`src/rtl/disp_pkg.sv`:
```
// Shared types and constants for the multiplexed two-digit seven-segment display controller.
package disp_pkg;

  typedef enum logic [1:0] {
    StShow0,
    StDead0,
    StShow1,
    StDead1
  } disp_state_e;

  localparam logic [6:0] SEG_BLANK = 7'b1111111;
  localparam logic [1:0] AN_OFF    = 2'b11;

  localparam int unsigned DEFAULT_REFRESH_CYCLES = 24000;
  localparam int unsigned DEFAULT_DEAD_CYCLES    = 240;

endpackage

```
`src/rtl/disp_mux_ctrl_if.sv`:
```
// Upstream digit handshake plus clear, shared between the keypad source and the display block.
interface disp_mux_ctrl_if;
  logic [3:0] digit_in;
  logic       digit_valid;
  logic       digit_ready;
  logic       clear;

  modport master (
    output digit_in,
    output digit_valid,
    output clear,
    input  digit_ready
  );

  modport slave (
    input  digit_in,
    input  digit_valid,
    input  clear,
    output digit_ready
  );
endinterface

```
`src/rtl/scan_timer.sv`:
```
// Loadable down-counter pacing the display scan slots; zero_o marks the final cycle of a slot.
module scan_timer #(
  parameter int unsigned Width    = 16,
  parameter int unsigned ResetVal = 2
) (
  input  logic             clk,
  input  logic             reset,
  input  logic             load_i,
  input  logic [Width-1:0] load_val_i,
  output logic [Width-1:0] cnt_o,
  output logic             zero_o
);

  logic [Width-1:0] cnt_q, cnt_d;

  always_comb begin
    cnt_d = cnt_q - Width'(1);
    if (load_i) begin
      cnt_d = load_val_i;
    end
  end

  always_ff @(posedge clk) begin
    if (!reset) begin
      cnt_q <= Width'(ResetVal);
    end else begin
      cnt_q <= cnt_d;
    end
  end

  assign cnt_o  = cnt_q;
  // The count holds the cycles left in the slot, so it reaches zero at this edge.
  assign zero_o = (cnt_q == Width'(1));

endmodule

```
`src/rtl/disp_mux_ctrl.sv`:
```
// Two-digit multiplexed display scanner with blanking slots and a one-deep digit input buffer.
module disp_mux_ctrl
  import disp_pkg::*;
#(
  parameter int unsigned REFRESH_CYCLES = DEFAULT_REFRESH_CYCLES,
  parameter int unsigned DEAD_CYCLES    = DEFAULT_DEAD_CYCLES
) (
  input  logic                  clk,
  input  logic                  reset,
  disp_mux_ctrl_if.slave        up,
  output logic            [3:0] hex_sel,
  input  logic            [6:0] seg_code,
  output logic            [6:0] seg,
  output logic            [1:0] an_n
);

  localparam int unsigned MaxCycles = (REFRESH_CYCLES > DEAD_CYCLES) ? REFRESH_CYCLES : DEAD_CYCLES;
  localparam int unsigned CntW      = $clog2(MaxCycles + 1);

  disp_state_e     state_q, state_d;
  logic [CntW-1:0] cnt, load_val;
  logic            slot_end;
  logic [3:0]      d0_q, d0_d, d1_q, d1_d, pend_q, pend_d;
  logic            pend_valid_q, pend_valid_d;
  logic [6:0]      seg_q, seg_d;
  logic [1:0]      an_n_q, an_n_d;
  logic            first_dead, capture;

  scan_timer #(
    .Width    (CntW),
    .ResetVal (DEAD_CYCLES)
  ) u_scan_timer (
    .clk        (clk),
    .reset      (reset),
    .load_i     (slot_end),
    .load_val_i (load_val),
    .cnt_o      (cnt),
    .zero_o     (slot_end)
  );

  always_comb begin
    state_d = state_q;
    unique case (state_q)
      StShow0: if (slot_end) state_d = StDead0;
      StDead0: if (slot_end) state_d = StShow1;
      StShow1: if (slot_end) state_d = StDead1;
      StDead1: if (slot_end) state_d = StShow0;
      default: state_d = StDead1;
    endcase
    load_val = ((state_d == StShow0) || (state_d == StShow1)) ? CntW'(REFRESH_CYCLES)
                                                               : CntW'(DEAD_CYCLES);
  end

  assign hex_sel = ((state_q == StShow0) || (state_q == StDead1)) ? d0_q : d1_q;

  // Commits land only while blanked so a lit digit never changes under the viewer.
  assign first_dead     = ((state_q == StDead0) || (state_q == StDead1)) &&
                          (cnt == CntW'(DEAD_CYCLES));
  assign up.digit_ready = reset & ~pend_valid_q;
  assign capture        = up.digit_valid & up.digit_ready;

  always_comb begin
    d0_d         = d0_q;
    d1_d         = d1_q;
    pend_d       = pend_q;
    pend_valid_d = pend_valid_q;
    if (up.clear) begin
      d0_d         = 4'h0;
      d1_d         = 4'h0;
      pend_valid_d = 1'b0;
    end else if (first_dead && pend_valid_q) begin
      d1_d         = d0_q;
      d0_d         = pend_q;
      pend_valid_d = 1'b0;
    end else if (capture) begin
      pend_d       = up.digit_in;
      pend_valid_d = 1'b1;
    end
  end

  always_comb begin
    seg_d  = SEG_BLANK;
    an_n_d = AN_OFF;
    if (state_q == StShow0) begin
      seg_d  = seg_code;
      an_n_d = 2'b10;
    end else if (state_q == StShow1) begin
      seg_d  = seg_code;
      an_n_d = 2'b01;
    end
  end

  always_ff @(posedge clk) begin
    if (!reset) begin
      state_q      <= StDead1;
      d0_q         <= 4'h0;
      d1_q         <= 4'h0;
      pend_q       <= 4'h0;
      pend_valid_q <= 1'b0;
      seg_q        <= SEG_BLANK;
      an_n_q       <= AN_OFF;
    end else begin
      state_q      <= state_d;
      d0_q         <= d0_d;
      d1_q         <= d1_d;
      pend_q       <= pend_d;
      pend_valid_q <= pend_valid_d;
      seg_q        <= seg_d;
      an_n_q       <= an_n_d;
    end
  end

  assign seg  = seg_q;
  assign an_n = an_n_q;

endmodule

```
`src/flat_wrapper.sv`:
```
// flat-port wrapper written by rule: the top's interface ports become plain ports
module disp_mux_ctrl_flat import disp_pkg::*;
#(
  parameter int unsigned REFRESH_CYCLES = DEFAULT_REFRESH_CYCLES,
  parameter int unsigned DEAD_CYCLES    = DEFAULT_DEAD_CYCLES
)
  (clk, reset, hex_sel, seg_code, seg, an_n, up_digit_in, up_digit_valid, up_clear, up_digit_ready);
  disp_mux_ctrl_if up_i ();
  input  logic clk;
  input  logic reset;
  output logic            [3:0] hex_sel;
  input  logic            [6:0] seg_code;
  output logic            [6:0] seg;
  output logic            [1:0] an_n;
  input wire logic [$bits(up_i.digit_in)-1:0] up_digit_in;
  input wire logic [$bits(up_i.digit_valid)-1:0] up_digit_valid;
  input wire logic [$bits(up_i.clear)-1:0] up_clear;
  output wire logic [$bits(up_i.digit_ready)-1:0] up_digit_ready;
  assign up_i.digit_in = up_digit_in;
  assign up_i.digit_valid = up_digit_valid;
  assign up_i.clear = up_clear;
  assign up_digit_ready = up_i.digit_ready;
  disp_mux_ctrl #(.REFRESH_CYCLES(REFRESH_CYCLES), .DEAD_CYCLES(DEAD_CYCLES)) u_core (.clk(clk), .reset(reset), .up(up_i), .hex_sel(hex_sel), .seg_code(seg_code), .seg(seg), .an_n(an_n));
endmodule
```
`config.mk`:
```
export PLATFORM = sky130hd
export DESIGN_NAME = disp_mux_ctrl_flat
export DESIGN_NICKNAME = d
export VERILOG_FILES = /design/src/rtl/disp_pkg.sv /design/src/rtl/disp_mux_ctrl_if.sv /design/src/rtl/scan_timer.sv /design/src/rtl/disp_mux_ctrl.sv /design/src/flat_wrapper.sv
export SDC_FILE = /design/constraint.sdc
export NUM_CORES = 1
export LEC_CHECK = 0
export CAP_MARGIN = 20
export CELL_PAD_IN_SITES_DETAIL_PLACEMENT = 0
export CELL_PAD_IN_SITES_GLOBAL_PLACEMENT = 1
export CORE_MARGIN = 2
export CORE_UTILIZATION = 35
export DETAILED_ROUTE_END_ITERATION = 10
export PLACE_DENSITY_LB_ADDON = 0.1
export SLEW_MARGIN = 20
export SYNTH_ARGS = -nofsm -noshare
export SYNTH_HDL_FRONTEND = slang
export SYNTH_SLANG_ARGS = --single-unit
```
`constraint.sdc`:
```
create_clock -name clk -period 3.8 [get_ports clk]
set_input_delay 0.76 -clock clk [delete_from_list [all_inputs] [get_ports clk]]
set_output_delay 0.76 -clock clk [all_outputs]
set_load 0.05 [all_outputs]
```
==> results by group <==
Synthesis
  – Synth Area in Compound Gates: 0.125
  – Mapped Nets: 200
  – Post-synthesis mux area share: 0.0488
  – Xor-xnor portion of the synthesized cell area: 0.0502
  – Post-synth top area share: 0.448
  – Async SR Flop Fraction: 0
  – Syn Std Cell Area: 1740 sq um
  – Most common cell in the synthesized netlist: dfxtp_1
  – Syn Inst Count: 178
  – Post-synth top flop: dfxtp_1
  – Synth Area in Simple Gates: 0.256
  – Number of synthesized flops with an enable pin: 0
  – Largest family of logic cells by synthesized area: simple AND/OR/NAND/NOR gates
  – Syn Area/Cell: 9.80 sq um
  – Yosys cell types: 45
  – Synthesized-area fraction occupied by adder cells: 0.0502
  – YS warnings: 0
  – Most frequent cells after synthesis: dfxtp_1 (39), a21oi_1 (13), nor2_1 (12)
  – Synthesized flop and latch total: 39
  – Register area share after synthesis: 0.448
  – Synth area leader: dfxtp_1
  – Area contributors post-synth: dfxtp_1 (45%), ha_1 (5.0%), a21oi_1 (3.7%)

Detailed routing
  – Drt pass-1 iters: 4
  – Total Wirelength: 3800 um
  – Antenna Nets Post-Route: 0
  – DR iter-0 viols: 62
  – Detailed-route DRC error count: 0
  – Via Count: 1,393
  – Vias/cell: 5.05
  – Routed wire length per instance: 13.8 um

Setup path
  – Worst path depth: 4
  – CP Launch Type: flip-flop
  – Crit path max fanout: 5
  – Slowest CP cell: clkdlybuf4s50_1
  – Crit Path Class: reg -> out
  – Crit-path max cell delay: 0.71 ns
  – Critical path arrival: 2.26 ns
  – CP Capture Type: output port
  – Worst-case reg-to-reg path depth: 6
  – CP Data Required Time: 3.04 ns
  – Crit path buf inv count: 2
  – Worst-path cell chain: inv_1 -> ha_1 -> mux2_2 -> clkdlybuf4s50_1
  – CP top delay family: buffers and inverters

STA
  – Fin. Hold Viols: 0
  – Period utilization: 0.795
  – Tmin final: 3.02 ns
  – Clock Skew: 0.00805 ns
  – Slew Viols, Final: 0
  – RSZ-0062 raised after global routing: false
  – Worst relative slew slack: 0.502
  – Setup_tns: 0 ns
  – Final setup fails: 0
  – Worst slew pin tran: 0.746 ns
  – Highest Clock Rate: 331 MHz

Clock tree
  – TritonCTS clock tree: yes
  – Clk buf depth: 2
  – Worst skew pair latency: 0.29 ns
  – CTS root buf: clkbuf_8
  – Clock-pin slew on the worst setup and hold paths: 0.07 ns
  – H-tree levels: 2
  – Post-CTS setup buffers: 0
  – CTS-repair resized insts: 0
  – Num CTS Buffers: 5
  – Num Clock Sinks: 39
  – Hold_buf cts: 0

Layout
  – Area Growth Syn to Fin: 25.2%
  – Filler cell count in the final layout: 478
  – NumNets Final: 231
  – Share of cells above drive strength 1: 0.139
  – Inserted Diodes: 0

Run
  – Max-Cap Viols: 0

Floorplan
  – Core area: 4750 sq um
  – Initial Utilization: 0.367
  – Chip width: 74.6 um
  – # rows: 25
  – I/O pins: 29
  – Die ar.: 5560 sq um
  – DIE HEIGHT: 74.6 um

GRT
  – Initial antenna violation count: 0
  – Global-route wire length before repair: 6210 um
  – Total grt overflow: 0
  – Vias in the first global route: 1,373
  – Largest net degree at the start of global routing: 18
  – GRT Total Usage: 0.148

Hold path
  – Worst Hold Class: reg -> reg
  – Hold Path Cell Cnt: 2

Place
  – HPWL Detailed: 2800 um
  – Gpl congestion: 0.792
  – Number of port buffers: 28

Pwr
  – Leakage power: 0.811 nW
  – Pwr Total: 0.804 mW
  – Maximum VDD drop: 0.177 mV
  – PD cells: 368 nW/um^2

Outcome
  – Status: finished, final reports clean
## placed cells by master (no fill, tap or decap), types with 2 or more instances in the layout
| master | n |
|---|---|
| dfxtp_1 | 39 |
| clkdlybuf4s50_1 | 28 |
| a21oi_1 | 13 |
| nor2_1 | 12 |
| o21ai_0 | 11 |
| nand3_1 | 11 |
| or2_2 | 8 |
| ha_1 | 7 |
| clkbuf_8 | 6 |
| inv_1 | 5 |
| nor2b_1 | 5 |
| xnor2_1 | 5 |
| xor2_1 | 5 |
| mux2_2 | 4 |
| nand2_1 | 4 |
| nor3_1 | 4 |
| mux2i_1 | 4 |
| o2111ai_1 | 3 |
| nor3b_1 | 3 |
| nand2b_1 | 2 |
| and3_1 | 2 |
| or4_4 | 2 |
| nor4_4 | 2 |
| a31oi_1 | 2 |
## final timing paths
path | startpoint | to | slack [ns]
worst max-delay path | u_core.state_q[1]$_SDFF_PN1_ | hex_sel[2] | 0.78
worst min register to register | u_core.pend_q[0]$_SDFFE_PN0P_ | u_core.d0_q[0]$_SDFFE_PP0P_ | 0.48
worst min-delay path | u_core.pend_q[0]$_SDFFE_PN0P_ | u_core.d0_q[0]$_SDFFE_PP0P_ | 0.48
worst max register to register | u_core.u_scan_timer.cnt_o[0]$_SDFF_PP0_ | u_core.d1_q[3]$_SDFFE_PP0P_ | 1.68
## per-layer routing
metal  global-route usage  vias to the layer above  share of wire
met3               0.0366                        8          0.033
li1                     -                      699              -
met4               0.0714                        0          0.019
met1                0.175                      659           0.47
met2                0.251                       27           0.48
met5                    0                        -              0
## through the flow
stage / util / hold slack [ns] / cell area [sq um] / setup WS, ns / std cells
CTS: 0.459 / 0.476 / 2180 / 0.767 / 276
finish: 0.459 / 0.477 / 2180 / 0.777 / 276
global placement: 0.441 / 0.453 / 2100 / 0.857 / 269
global route: 0.459 / 0.499 / 2180 / 0.708 / 276
detailed placement: 0.441 / 0.469 / 2100 / 0.859 / 269
floorplan: - / 0.436 / 1740 / 1.29 / 178
## cell families (layout without fill, tap and decap cells)
logic type | after synthesis | in the layout
buffers and inverters | 10 | 41
DFF | 39 | 39
xor gates and xnor gates | 10 | 10
muxes | 8 | 8
AOI/OAI and AO/OA | 36 | 36
and+or+nand+nor | 68 | 68
adders and majority gates | 7 | 7
## power by group
group	leakage, nW	switching, mW	total (mW)	internal, mW
Sequential	0.317	0.0195	0.441	0.422
Clock	0.0470	0.136	0.278	0.142
Combinational	0.447	0.0429	0.0854	0.0425
Total	0.811	0.198	0.804	0.606
## worst register-to-register path, delay by kind of cell (launching register included)
family,cells,cell delay [ns]
compound gates,3,0.87
simple gates,1,0.53
buf+inv,1,0.07
flops,1,0.34
fa+ha+maj,1,0.19
## cell type report
type | instances | area [sq um] | share of cell area
clock buffers | 6 | 82.6 | 0.0378
clock inverters | 1 | 5.00 | 0.00229
inverters | 5 | 18.8 | 0.00860
multi-input cells | 129 | 925 | 0.423
flip-flops and latches | 39 | 781 | 0.358
well taps | 67 | 83.8 | 0.0384
repair buffers | 29 | 288 | 0.132
## registers in the layout, summed over array words and instances (netlist names)
name                       flops
u_core.pend_q                  4
u_core.seg                     7
u_core.state_q                 2
u_core.pend_valid_q            1
u_core.an_n                    2
u_core.d1_q                    4
u_core.d0_q                    4
u_core.u_scan_timer.cnt_o     15
No activity file was read; power rests on OpenSTA's default activity.
